File: config.mk
export PLATFORM = sky130hd
export DESIGN_NAME = modulation_segment_streamer
export DESIGN_NICKNAME = d
export VERILOG_FILES = /design/src/rtl/modulation_segment_streamer.sv
export SDC_FILE = /design/constraint.sdc
export NUM_CORES = 1
export LEC_CHECK = 0
export BUFFER_PORTS_ARGS = -buffer_cell sky130_fd_sc_hd__buf_2
export CORE_ASPECT_RATIO = 0.5
export CORE_MARGIN = 8
export CORE_UTILIZATION = 55
export CTS_CLUSTER_DIAMETER = 40
export DETAILED_ROUTE_END_ITERATION = 10
export PLACE_DENSITY = 0.85
export SYNTH_ARGS = -nofsm -noshare
export SYNTH_HDL_FRONTEND = slang
export SYNTH_SLANG_ARGS = --single-unit
File: constraint.sdc
create_clock -name clk -period 6.25 [get_ports clk]
set_clock_uncertainty 0.05 [all_clocks]
set_input_delay 1.25 -clock clk [delete_from_list [all_inputs] [get_ports clk]]
set_output_delay 1.25 -clock clk [all_outputs]
set_load 0.02 [all_outputs]
File: src/rtl/modulation_segment_streamer.sv
// Buffers upstream modulation segments in a small FIFO and streams them out with
// symbol/frame boundary tags and a start/valid/busy frame handshake.
module modulation_segment_streamer #(
    parameter int SEG_W        = 32,
    parameter int SEGS_PER_SYM = 8,
    parameter int FIFO_DEPTH   = 8
) (
    input  logic             clk,
    input  logic             reset,
    input  logic             start,
    input  logic [7:0]       num_syms,
    input  logic [SEG_W-1:0] segment,
    input  logic             seg_valid,
    input  logic             sample_ready,
    output logic [SEG_W-1:0] sample_out,
    output logic             sample_valid,
    output logic             sym_last,
    output logic             frame_last,
    output logic             valid,
    output logic             busy,
    output logic             overflow
);

    localparam int AW = $clog2(FIFO_DEPTH);
    localparam int CW = (SEGS_PER_SYM > 1) ? $clog2(SEGS_PER_SYM) : 1;
    localparam logic [CW-1:0] SEG_LAST = CW'(SEGS_PER_SYM - 1);

    typedef enum logic [1:0] {IDLE, RUN, DRAIN, DONE} state_t;

    state_t            state;
    state_t            state_nxt;
    logic [7:0]        num_syms_q;
    logic [7:0]        sym_cnt;
    logic [CW-1:0]     seg_cnt;
    logic [AW:0]       wr_ptr;
    logic [AW:0]       rd_ptr;
    logic [AW:0]       rd_ptr_inc;
    logic [SEG_W+1:0]  mem [FIFO_DEPTH];
    logic [SEG_W+1:0]  head;
    logic              fifo_empty;
    logic              fifo_full;
    logic              push_req;
    logic              push;
    logic              pop;
    logic              is_sym_last;
    logic              is_frame_last;
    logic              start_ok;

    assign rd_ptr_inc    = rd_ptr + 1'b1;
    assign fifo_empty    = (wr_ptr == rd_ptr);
    assign fifo_full     = (wr_ptr[AW-1:0] == rd_ptr[AW-1:0]) && (wr_ptr[AW] != rd_ptr[AW]);
    assign pop           = !fifo_empty && sample_ready;
    assign push_req      = (state == RUN) && seg_valid;
    // A full FIFO still accepts a push when the head leaves in the same cycle.
    assign push          = push_req && (!fifo_full || pop);
    assign is_sym_last   = (seg_cnt == SEG_LAST);
    assign is_frame_last = is_sym_last && (sym_cnt == num_syms_q - 8'd1);
    assign start_ok      = (state == IDLE) && start;

    // Head is masked while empty so stale, unreset storage never reaches the port.
    assign head         = mem[rd_ptr[AW-1:0]];
    assign sample_valid = !fifo_empty;
    assign sample_out   = fifo_empty ? '0 : head[SEG_W-1:0];
    assign sym_last     = !fifo_empty && head[SEG_W];
    assign frame_last   = !fifo_empty && head[SEG_W+1];

    always_ff @(posedge clk or negedge reset) begin
        if (!reset) begin
            state <= IDLE;
        end else begin
            state <= state_nxt;
        end
    end

    always_comb begin
        state_nxt = state;
        valid     = 1'b0;
        busy      = 1'b1;
        case (state)
            IDLE: begin
                busy = 1'b0;
                if (start) begin
                    state_nxt = (num_syms == 8'd0) ? DONE : RUN;
                end
            end
            RUN: begin
                if (push_req && is_frame_last) begin
                    state_nxt = DRAIN;
                end
            end
            DRAIN: begin
                if (fifo_empty || (pop && (rd_ptr_inc == wr_ptr))) begin
                    state_nxt = DONE;
                end
            end
            DONE: begin
                valid     = 1'b1;
                state_nxt = IDLE;
            end
            default: state_nxt = IDLE;
        endcase
    end

    // Dropped segments are still counted to keep symbol alignment with upstream.
    always_ff @(posedge clk or negedge reset) begin
        if (!reset) begin
            num_syms_q <= 8'd0;
            sym_cnt    <= 8'd0;
            seg_cnt    <= '0;
            overflow   <= 1'b0;
        end else if (start_ok) begin
            num_syms_q <= num_syms;
            sym_cnt    <= 8'd0;
            seg_cnt    <= '0;
            overflow   <= 1'b0;
        end else if (push_req) begin
            if (is_sym_last) begin
                seg_cnt <= '0;
                sym_cnt <= sym_cnt + 8'd1;
            end else begin
                seg_cnt <= seg_cnt + 1'b1;
            end
            if (fifo_full && !pop) begin
                overflow <= 1'b1;
            end
        end
    end

    always_ff @(posedge clk or negedge reset) begin
        if (!reset) begin
            wr_ptr <= '0;
            rd_ptr <= '0;
        end else begin
            if (push) begin
                wr_ptr <= wr_ptr + 1'b1;
            end
            if (pop) begin
                rd_ptr <= rd_ptr_inc;
            end
        end
    end

    always_ff @(posedge clk) begin
        if (push) begin
            mem[wr_ptr[AW-1:0]] <= {is_frame_last, is_sym_last, segment};
        end
    end

endmodule

==> flow_summary.yaml <==
drt:
  via_per_inst: 5.98
  ant_nets: 0
  drt-initial-drc-count: 588
  remaining_drc_errors: 0
  wire_per_inst_microns: 24.8
  dr.pass1.iters: 7
  wl_microns: 26400
  vias: 6346
clock_network:
  postCtsSetupRepairBufs: 0
  cts_resized: 0
  h-tree-depth: 1
  clk_latency_ns: 0.54
  max-clock-path-buffers: 3
  numCtsBuffers: 28
  root_buffer: "clkbuf_16"
  cts_tree: "done"
  cts_sinks: 302
  postCtsHoldBufs: 0
  clkTransAtPathRegs_ns: 0.07
power_and_ir_drop:
  pwr-share-comb_pct: 34.2
  power_frac_seq_pct: 39.1
  switching_share_pct: 34.1
  p_int_uw: 4410
  power_leakage_uw: 0.00494
  power_switching_uw: 2280
  p_clk_share_pct: 26.7
  peakVddDrop_mv: 0.242
  power.density_nw_per_um2: 480
die:
  die_x_microns: 226
  dieArea_sq_um: 27400
  core-area_sq_um: 21700
  die-height_microns: 121
  num_rows: 38
  pin_count: 83
  start_util_pct: 56.0
yosys:
  yosysWarnings: 0
  synth_cell_types: 43
  synth.mux.area_fraction_pct: 15.8
  syn_nets: 695
  synth_flop_cell: "edfxtp_1"
  ys_ff_latch: 302
  synthArstFlopShare_pct: 9.93
  seq_area_frac_synth_pct: 73.5
  yosys.area_share.adder_pct: 1.13
  synthSimpleGateAreaFrac_pct: 4.98
  synth-xor-area-share_pct: 1.88
  synth_edf_count: 272
  synth.avg_cell_area_sq_um: 19.0
  synth_area_sq_um: 12100
  synth_top_family_by_area: "multiplexers"
  syn_inst: 639
  synth_compound_area_share_pct: 1.54
global_route:
  grt_overflow: 0
  grt_pass1_wl_microns: 40000
  grt_pass1_vias: 6677
  antenna_found_initial: 3
  grt_usage_pct: 19.3
  grt_max_degree: 74
setup_path:
  r2r_slack_ns: 2.53
  rr_startpoint: "rd_ptr[2]$_DFFE_PN0P_"
  critical_path_required_ns: 4.95
  cp_slowest_cell: "dfrtp_4"
  max_stage_delay_ns: 0.79
  startpoint: "rd_ptr[0]$_DFFE_PN0P_"
  startpoint_type: "flip-flop"
  crit_arrival_ns: 3.27
  crit_fanout: 44
  worst-r2r-cell-count: 6
  worst_r2r_endpoint: "mem[0][23]$_DFFE_PP_"
  crit_chain: "buf_4 > mux4_2 > mux2i_1 > nor2_1 > buf_2"
  crit_type: "flip-flop to primary output"
  cp-end-kind: "primary output"
timing:
  hold_ws_ns: 0.478
  fmaxAchievable_mhz: 219
  worstMarginPinSlew_ns: 1.04
  period_needed_ns: 4.57
  slew-limit-headroom_pct: 30.4
  tns_ns: 0
  timing.final.max_slew_violations: 0
  rsz0062_at_grt: "false"
  setup_viol: 0
  setup_ws_ns: 1.68
  min_period_over_period_pct: 73.1
  finalHoldViolCount: 0
placement:
  place_congestion: 0.843
  numPortBuffers: 82
  dp_hpwl_microns: 13900
  place_ws_ns: 2.23
outcome:
  status: "finished, final reports clean"
layout:
  num-nets-final: 794
  final_cell_mix: "edfxtp_1 (272), buf_2 (82), mux4_2 (68)"
  final_common_cell: "edfxtp_1"
  area_delta_synth_final_pct: 14.9
  nFillCells: 1382
  drive_above_1_share_pct: 29.3
worst_hold_path:
  hold_end: "num_syms_q[7]$_DFFE_PN0P_"
  min_path_cells: 2
  hp-class: "flip-flop to flip-flop"
  worstHoldStart: "num_syms_q[7]$_DFFE_PN0P_"
run:
  cap_violations: 0
## critical path: cells and delay by family (launching register included)
kind / cells / cell delay (ns)
simple gates: 1 / 0.10
mux: 2 / 0.85
buf+inv: 2 / 0.96
flops: 1 / 0.79
## how the worst max path moves through the flow
stage / end / slack [ns] / cells past startpoint
final: sample_out[22] / 1.68 / 5
after CTS: sample_out[22] / 1.61 / 5
after floorplan: mem[2][0]$_DFFE_PP_ / 1.36 / 5
after global routing: sample_out[22] / 1.42 / 5
after detailed placement: sample_out[3] / 2.23 / 5
after global placement: sample_out[16] / 2.23 / 5
## power by group through the flow
stage | registers [uW] | clock network [uW] | logic [uW]
finish | 2620 | 1790 | 2290
global route | 2650 | 1880 | 2450
CTS | 2620 | 1810 | 2310
detailed placement | 2650 | 0 | 2260
global placement | 2630 | 0 | 2210
floorplan | 2550 | 0 | 1690
## stage by stage
| stage | instance area, sq um | util, % | total power, uW | std cells |
|---|---|---|---|---|
| finish | 14000 | 64.4 | 6690 | 1062 |
| CTS | 13900 | 64.3 | 6740 | 1060 |
| global route | 14000 | 64.4 | 6970 | 1062 |
| global placement | 13000 | 59.8 | 4840 | 1008 |
| detailed placement | 13000 | 59.8 | 4910 | 1008 |
| floorplan | 12100 | - | 4240 | 639 |
## cells in the mapped netlist, types with 2 or more instances
| master | n | share of area (%) |
|---|---|---|
| edfxtp_1 | 272 | 67 |
| mux4_2 | 68 | 13 |
| nor2_1 | 47 | 1.5 |
| nand2_1 | 37 | 1.1 |
| mux2i_1 | 36 | 3.0 |
| dfrtp_1 | 30 | 6.2 |
| xor2_1 | 16 | 1.2 |
| clkbuf_1 | 15 | 0.46 |
| ha_1 | 11 | 1.1 |
| xnor2_1 | 10 | 0.72 |
| a21oi_1 | 8 | 0.33 |
| buf_2 | 8 | 0.33 |
| inv_1 | 8 | 0.25 |
| o21ai_0 | 8 | 0.33 |
| nand3_1 | 7 | 0.29 |
| nor2b_1 | 6 | 0.31 |
| or3_1 | 6 | 0.31 |
| buf_1 | 5 | 0.15 |
| nand4_1 | 5 | 0.26 |
| nor3_1 | 4 | 0.16 |
| nor3b_1 | 4 | 0.25 |
| nor4_1 | 4 | 0.21 |
| a31oi_1 | 3 | 0.15 |
| nand2b_1 | 2 | 0.10 |
## kinds of logic after synthesis
group	after synthesis
xor gates and xnor gates	26
and+or+nand+nor	129
DFF	302
AOI/OAI and AO/OA	28
adders and majority gates	11
buffers and inverters	37
muxes	106
## layout make-up
cell class                      count  area (sq um)  area share (%)
Sequential cell                   302          8920            64.0
Multi-Input combinational cell    300          3120            22.3
Clock buffer                       33           719            5.16
Timing Repair Buffer               97           523            3.75
Tap cell                          300           375            2.69
Clock inverter                     19           255            1.83
Inverter                            9          33.8           0.242
Antenna cell                        2          5.00          0.0359
## metal layers
layer	track usage, %	vias to the layer above	wire length, microns
li1	-	2741	-
met1	24.5	3283	10400
met2	33.4	266	13500
met3	3.88	54	1720
met4	6.22	2	678
met5	0	-	13
## sequential cells by signal, summed over array words and instances (netlist names)
name,flops
state,2
wr_ptr,4
rd_ptr,4
mem,272
num_syms_q,8
overflow,1
sym_cnt,8
seg_cnt,3
Power figures use the tool's default switching activity.
